**src/rtl/serial_cpa_pkg.sv**
```systemverilog
// Shared types and defaults for the bit-serial carry-propagate adder.
package serial_cpa_pkg;

  localparam int DEFAULT_WIDTH = 4;

  typedef enum logic [1:0] {
    IDLE = 2'd0,
    RUN  = 2'd1,
    DONE = 2'd2
  } state_t;

endpackage

```
**src/rtl/full_adder_bit.sv**
```systemverilog
// One-bit full adder; the serial adder reuses a single instance every cycle.
module full_adder_bit (
  input  logic x,
  input  logic y,
  input  logic ci,
  output logic sum,
  output logic co
);

  assign sum = x ^ y ^ ci;
  assign co  = (x & y) | (x & ci) | (y & ci);

endmodule

```
**src/rtl/serial_cpa_adder.sv**
```systemverilog
// Bit-serial adder: one operand bit per cycle, LSB first, result published on DONE entry.
// state | meaning:  IDLE | waiting for start;  RUN | adding bit cnt;  DONE | one-cycle done strobe
module serial_cpa_adder
  import serial_cpa_pkg::*;
#(
  parameter int WIDTH = DEFAULT_WIDTH
) (
  input  logic             clk,
  input  logic             rst_n,
  input  logic             start,
  input  logic [WIDTH-1:0] a,
  input  logic [WIDTH-1:0] b,
  input  logic             cin,
  output logic             busy,
  output logic             done,
  output logic [WIDTH-1:0] s,
  output logic             cout,
  output logic             ovf
);

  localparam int CW = $clog2(WIDTH);
  localparam logic [CW-1:0] LAST = CW'(WIDTH - 1);

  state_t state, state_nxt;
  logic [CW-1:0] cnt;
  logic [WIDTH-1:0] a_sh, b_sh;
  logic [WIDTH-2:0] sum_sh;
  logic [WIDTH-1:0] sum_cat;
  logic c;
  logic fa_sum, fa_co;
  logic load, finish;

  full_adder_bit u_fa (
    .x   (a_sh[0]),
    .y   (b_sh[0]),
    .ci  (c),
    .sum (fa_sum),
    .co  (fa_co)
  );

  // sum_sh keeps the WIDTH-1 most recent sum bits; the current bit completes the word.
  assign sum_cat = {fa_sum, sum_sh};
  assign finish  = (state == RUN) && (cnt == LAST);

  always_comb begin
    state_nxt = state;
    load      = 1'b0;
    case (state)
      IDLE: begin
        if (start) begin
          load      = 1'b1;
          state_nxt = RUN;
        end
      end
      RUN: begin
        if (cnt == LAST) state_nxt = DONE;
      end
      DONE: begin
        if (start) begin
          load      = 1'b1;
          state_nxt = RUN;
        end else begin
          state_nxt = IDLE;
        end
      end
      default: state_nxt = IDLE;
    endcase
  end

  always_ff @(posedge clk or negedge rst_n) begin
    if (!rst_n) state <= IDLE;
    else        state <= state_nxt;
  end

  always_ff @(posedge clk or negedge rst_n) begin
    if (!rst_n) begin
      a_sh   <= '0;
      b_sh   <= '0;
      c      <= 1'b0;
      cnt    <= '0;
      sum_sh <= '0;
    end else if (load) begin
      a_sh <= a;
      b_sh <= b;
      c    <= cin;
      cnt  <= '0;
    end else if (state == RUN) begin
      a_sh   <= a_sh >> 1;
      b_sh   <= b_sh >> 1;
      c      <= fa_co;
      sum_sh <= sum_cat[WIDTH-1:1];
      if (!finish) cnt <= cnt + CW'(1);
    end
  end

  // At the last bit, c is the carry into the MSB.
  always_ff @(posedge clk or negedge rst_n) begin
    if (!rst_n) begin
      s    <= '0;
      cout <= 1'b0;
      ovf  <= 1'b0;
    end else if (finish) begin
      s    <= sum_cat;
      cout <= fa_co;
      ovf  <= c ^ fa_co;
    end
  end

  assign busy = (state == RUN);
  assign done = (state == DONE);

endmodule

```
**config.mk**
```make
export PLATFORM = sky130hd
export DESIGN_NAME = serial_cpa_adder
export DESIGN_NICKNAME = d
export VERILOG_FILES = /design/src/rtl/serial_cpa_pkg.sv /design/src/rtl/full_adder_bit.sv /design/src/rtl/serial_cpa_adder.sv
export SDC_FILE = /design/constraint.sdc
export NUM_CORES = 1
export LEC_CHECK = 0
export CAP_MARGIN = 20
export CORE_MARGIN = 4
export CORE_UTILIZATION = 31
export DETAILED_ROUTE_END_ITERATION = 10
export PLACE_DENSITY_LB_ADDON = 0.1
export SYNTH_ARGS = -nofsm -noshare
export SYNTH_HDL_FRONTEND = slang
export SYNTH_SLANG_ARGS = --single-unit
```
**constraint.sdc**
```tcl
create_clock -name clk -period 1.7 [get_ports clk]
set_input_delay 0.255 -clock clk [delete_from_list [all_inputs] [get_ports clk]]
set_output_delay 0.255 -clock clk [all_outputs]
set_load 0.01 [all_outputs]
```
After elaboration in Yosys (flattened, before gate mapping) --
Index checks and enable logic that the tools add are counted.
Storage, ports and cells: register bits after elaboration 22, logic and storage cells 47
Operators by class: add/sub/neg operators 1, eq/ne operators 6, mux-type cells 15, bitwise logic cells 9, reduce and logical (&&, ||, !) cells 7
Operators with widths (number):
- 4-bit two-way mux | 4
- 2-bit two-way mux | 5
- 2-bit one-hot mux with 3 select lines | 1
- 2-bit AND reduction | 3
- 1-bit two-way mux | 5
- 2-bit equality test, second input constant | 2
- 2-bit != test, second input constant | 2
- 1-bit bitwise AND | 3
- 1-bit bitwise XOR | 3
- 2-bit by 1-bit adder with 2-bit output, second input constant | 1
- 2-bit by 1-bit equality test with 1-bit output, second input constant | 1
- 2-bit logical NOT | 1
- 2-bit by 1-bit != test with 1-bit output, second input constant | 1
- 1-bit bitwise OR | 2
- 2-bit nonzero test | 1
- 2-bit OR reduction | 1
- 1-bit logical AND | 1
- 1-bit inverter | 1

Longest topological paths before layout --
depth in word-level cells 5, depth in mapped cells 4, gate-level depth less buffers 4

Cells and area by module --
Synthesis repeated with hierarchy kept, for this count alone.
Unflattened totals: cell total of the unflattened synthesis 80, area total of the unflattened synthesis 1072.3 µm²
By module, submodules not included:
- serial_cpa_adder | times used 1, cells each 79, area an instance 1052.3 µm²
- full_adder_bit | times used 1, cells each 1, area an instance 20.0 µm²

Least setup slack after synthesis --
OpenSTA, ideal clock, no wires.
path kind register to register, start point register cnt[0], end point register cnt[1], setup time 0.121 ns, data arrival time 1.234 ns, data required time 1.579 ns, path slack 0.345 ns, stages on the path, launching flop included 5, path buffers 0, clock period less this slack 1.355 ns, cell sequence dfrtp_1 ha_1 nor2_4 mux2_4 a22o_1
On the way: word-level cells in the longest chain between the ends 4
RTL lines:
- start, declared | RTL line serial_cpa_adder.sv:25 | logic [CW-1:0] cnt;
- start signal, assigned | RTL line serial_cpa_adder.sv:92 | if (!finish) cnt <= cnt + CW'(1);
- 2-bit by 1-bit adder with 2-bit output / 2-bit equality test (equally long branches) | RTL line serial_cpa_adder.sv:92, serial_cpa_adder.sv:43
- 2-bit two-way mux / 1-bit logical AND (equally long branches) | RTL line serial_cpa_adder.sv:92, serial_cpa_adder.sv:43
- 2-bit two-way mux / 2-bit != test (equally long branches)
- 2-bit two-way mux / 2-bit AND reduction (equally long branches)
Parallel ways exist; a longest one is shown, timed or not. The select of a mux whose other input is x is not followed. A chain may end at the register's enable or synchronous reset.

Worst setup path in the final report --
start point register state[0], end point output port done
On the way: word-level cells in the longest chain between the ends 1
RTL lines:
- start, declared | RTL line serial_cpa_adder.sv:24 | state_t state, state_nxt;
- start signal, assigned | RTL line serial_cpa_adder.sv:72 | else state <= state_nxt;
- 2-bit equality test | RTL line serial_cpa_adder.sv:110 | assign done = (state == DONE);
- end, declared | RTL line serial_cpa_adder.sv:15 | output logic done,
Every way passes these cells.

==> impl_metrics.json <==
{
  "synth_top_area_cell": "dfrtp_1",
  "relSlewSlack_pct": 80.1,
  "diodes": 0,
  "startpoint": "state[0]",
  "finalMaxSlewViolations": 0,
  "dieArea_mm2": 0.00449,
  "row_count": 21,
  "worst-r2r-setup-slack_ns": 0.24,
  "die_h_um": 67.0,
  "drive_gt1_share_pct": 22.7,
  "grt_use_met2_pct": 16.7,
  "ir_worst_vdd_mv": 0.717,
  "synth_top_flop_cell": "dfrtp_1",
  "wire_per_inst_um": 12.6,
  "p_leak_nw": 0.627,
  "drc": 0,
  "crit_fanout": 3,
  "cp-end-kind": "output pin",
  "worst_pin_slew_ns": 0.299,
  "cts_buffers": 3,
  "grt_pass1_vias": 738,
  "rsz0062_at_grt": "false",
  "initial_core_util_pct": 32.3,
  "setup_tns_ns": 0,
  "hold_class": "in2async",
  "pwr-share-clk_pct": 11.7,
  "area_growth_pct": 28.9,
  "synth-seq-cells": 22,
  "busiest_layer": "met2",
  "met1_usage_pct": 13.1,
  "worstSkewPairLatency_ns": 0.30,
  "path_clk_slew_ns": 0.12,
  "port-buffer-count": 19,
  "synth_edf_count": 0,
  "place_congestion": 0.664,
  "pre_cts_ws_ns": 0.238,
  "use_met3_pct": 4.05,
  "grt_max_degree": 23,
  "setup_slack_ns": 0.143,
  "syn_nets": 97,
  "num_vias": 714,
  "arrival_ns": 1.30,
  "layout_common_cells": "22 x dfrtp_1, 17 x clkdlybuf4s50_1, 9 x buf_4, 7 x mux2i_1, 6 x mux2_4",
  "syn_area_per_cell_um2": 13.0,
  "grt_overflow": 0,
  "rr_startpoint": "state[1]",
  "hpwl_um": 1440,
  "cts.sink_count": 22,
  "synth.yosys.seq_area_share_pct": 51.0,
  "nets": 125,
  "rr_endpoint": "cnt[1]",
  "vias_per_cell": 4.58,
  "synth_top_cell_area_share_pct": 51.0,
  "cts_tree": "done",
  "cts_hold_buf": 0,
  "ys_types": 28,
  "grtUsageTotal_pct": 10.5,
  "grt_pass1_wl_um": 3440,
  "rr_worst_depth": 5,
  "cellPowerDensity_mw_per_mm2": 1750,
  "cts-root-buf": "clkbuf_4",
  "fillers": 334,
  "dp.cells": 150,
  "status": "finished clean",
  "first_iter_violations": 13,
  "core_mm2": 0.00334,
  "pin_count": 20,
  "drt-total-wl_um": 1960,
  "antenna_found_initial": 0,
  "clockBufferDepth": 2,
  "synth_area_mm2": 0.00108,
  "post-route-period-util_pct": 91.6,
  "setup_viol_count_final": 0,
  "die_x_um": 67.0,
  "drv_cap": 0,
  "fmax_mhz": 642,
  "p_sw_mw": 0.802,
  "comb_power_share_pct": 49.8,
  "internal_power_mw": 1.63,
  "start_kind": "register",
  "required_ns": 1.44,
  "finalClockSkew_ns": 0.00387,
  "cts.htree.levels": 1,
  "final_antenna_net_count": 0,
  "worst-setup-path-type": "reg2out",
  "synth.yosys.warnings": 0,
  "synthArstFlopShare_pct": 100,
  "power_frac_seq_pct": 38.5,
  "layout_commonest_cell": "dfrtp_1",
  "syn_inst": 83,
  "drt_first_pass_iters": 4,
  "final_cell_count_no_fill": 156,
  "synthTopCellsByArea": "dfrtp_1 51%, mux2_4 8.4%, mux2i_1 6.5%, a211oi_1 3.5%, nor2b_1 3.5%",
  "hold_violations": 0,
  "period_needed_ns": 1.56,
  "sw_frac_of_total_pct": 33.0
}
timing repair:
action	4_1_cts	5_1_grt
endpoints found under the setup margin	2	0
buffers inserted	2	0
resized for setup	3	0
hold endpoints to repair	0	0
worst max path at each step:
stage	to	slack [ns]	cells after the start
floorplan	cnt[1]	0.35	4
global placement	done	0.20	2
detailed placement	done	0.24	2
CTS	done	0.11	3
global route	done	0.05	3
finish	done	0.14	3
cells in the mapped netlist, types with 2 or more instances:
cell type / count
a211oi_1: 5
a21oi_1: 5
a22o_1: 2
and2b_1: 2
buf_2: 2
buf_6: 2
dfrtp_1: 22
inv_1: 2
mux2_2: 3
mux2_4: 6
mux2i_1: 7
nand3_1: 2
nor2b_1: 6
o21ai_0: 3
state kept, by name, summed over array words and instances (netlist names):
register  flops
a_sh          4
b_sh          4
cout          1
sum_sh        3
cnt           2
s             4
c             1
ovf           1
state         2
layer usage:
metal / wire length (um) / part of all wire, %
met5: 0 / 0
met4: 14 / 0.72
met3: 124 / 6.3
met2: 920 / 47
met1: 898 / 46
power by group through the flow:
stage | Sequential [mW] | Combinational [mW] | Clock (mW)
final | 0.935 | 1.21 | 0.285
after global placement | 0.954 | 1.18 | 0
after global routing | 0.973 | 1.34 | 0.327
after floorplan | 0.959 | 0.832 | 0
after CTS | 0.939 | 1.23 | 0.305
after detailed placement | 0.961 | 1.20 | 0
area by class of cell:
cell class | instances | area [um2] | share of cell area, %
clock buffers | 4 | 36.3 | 2.61
inverters | 2 | 7.51 | 0.540
multi-input cells | 54 | 483 | 34.7
flip-flops and latches | 22 | 551 | 39.6
well taps | 46 | 57.6 | 4.14
repair buffers | 28 | 255 | 18.4
kinds of logic after synthesis:
group                    synth area share [%]
AO/OA/AOI/OAI                            11.8
XOR/XNOR                                 1.62
adder cells (fa/ha/maj)                  3.02
buffers and inverters                    4.41
flip-flops                               51.0
multiplexers                             18.0
AND/OR/NAND/NOR                          10.1
worst max-delay path, cell delays in order (launching register included):
cell	delay, ns
dfrtp_1	0.41
buf_4	0.15
nor2b_2	0.15
dlygate4sd2_1	0.29
metrics by stage:
stage          total power, mW  instance area, um2  utilization [%]  hold slack [ns]
2_1_floorplan             1.79                1080                -          -0.0406
3_3_place_gp              2.13                1340             40.1            0.467
3_5_place_dp              2.16                1340             40.1            0.478
4_1_cts                   2.47                1390             41.7            0.279
5_1_grt                   2.64                1390             41.7            0.297
6_report                  2.43                1390             41.7            0.284
(Power assumes the default switching activity.)
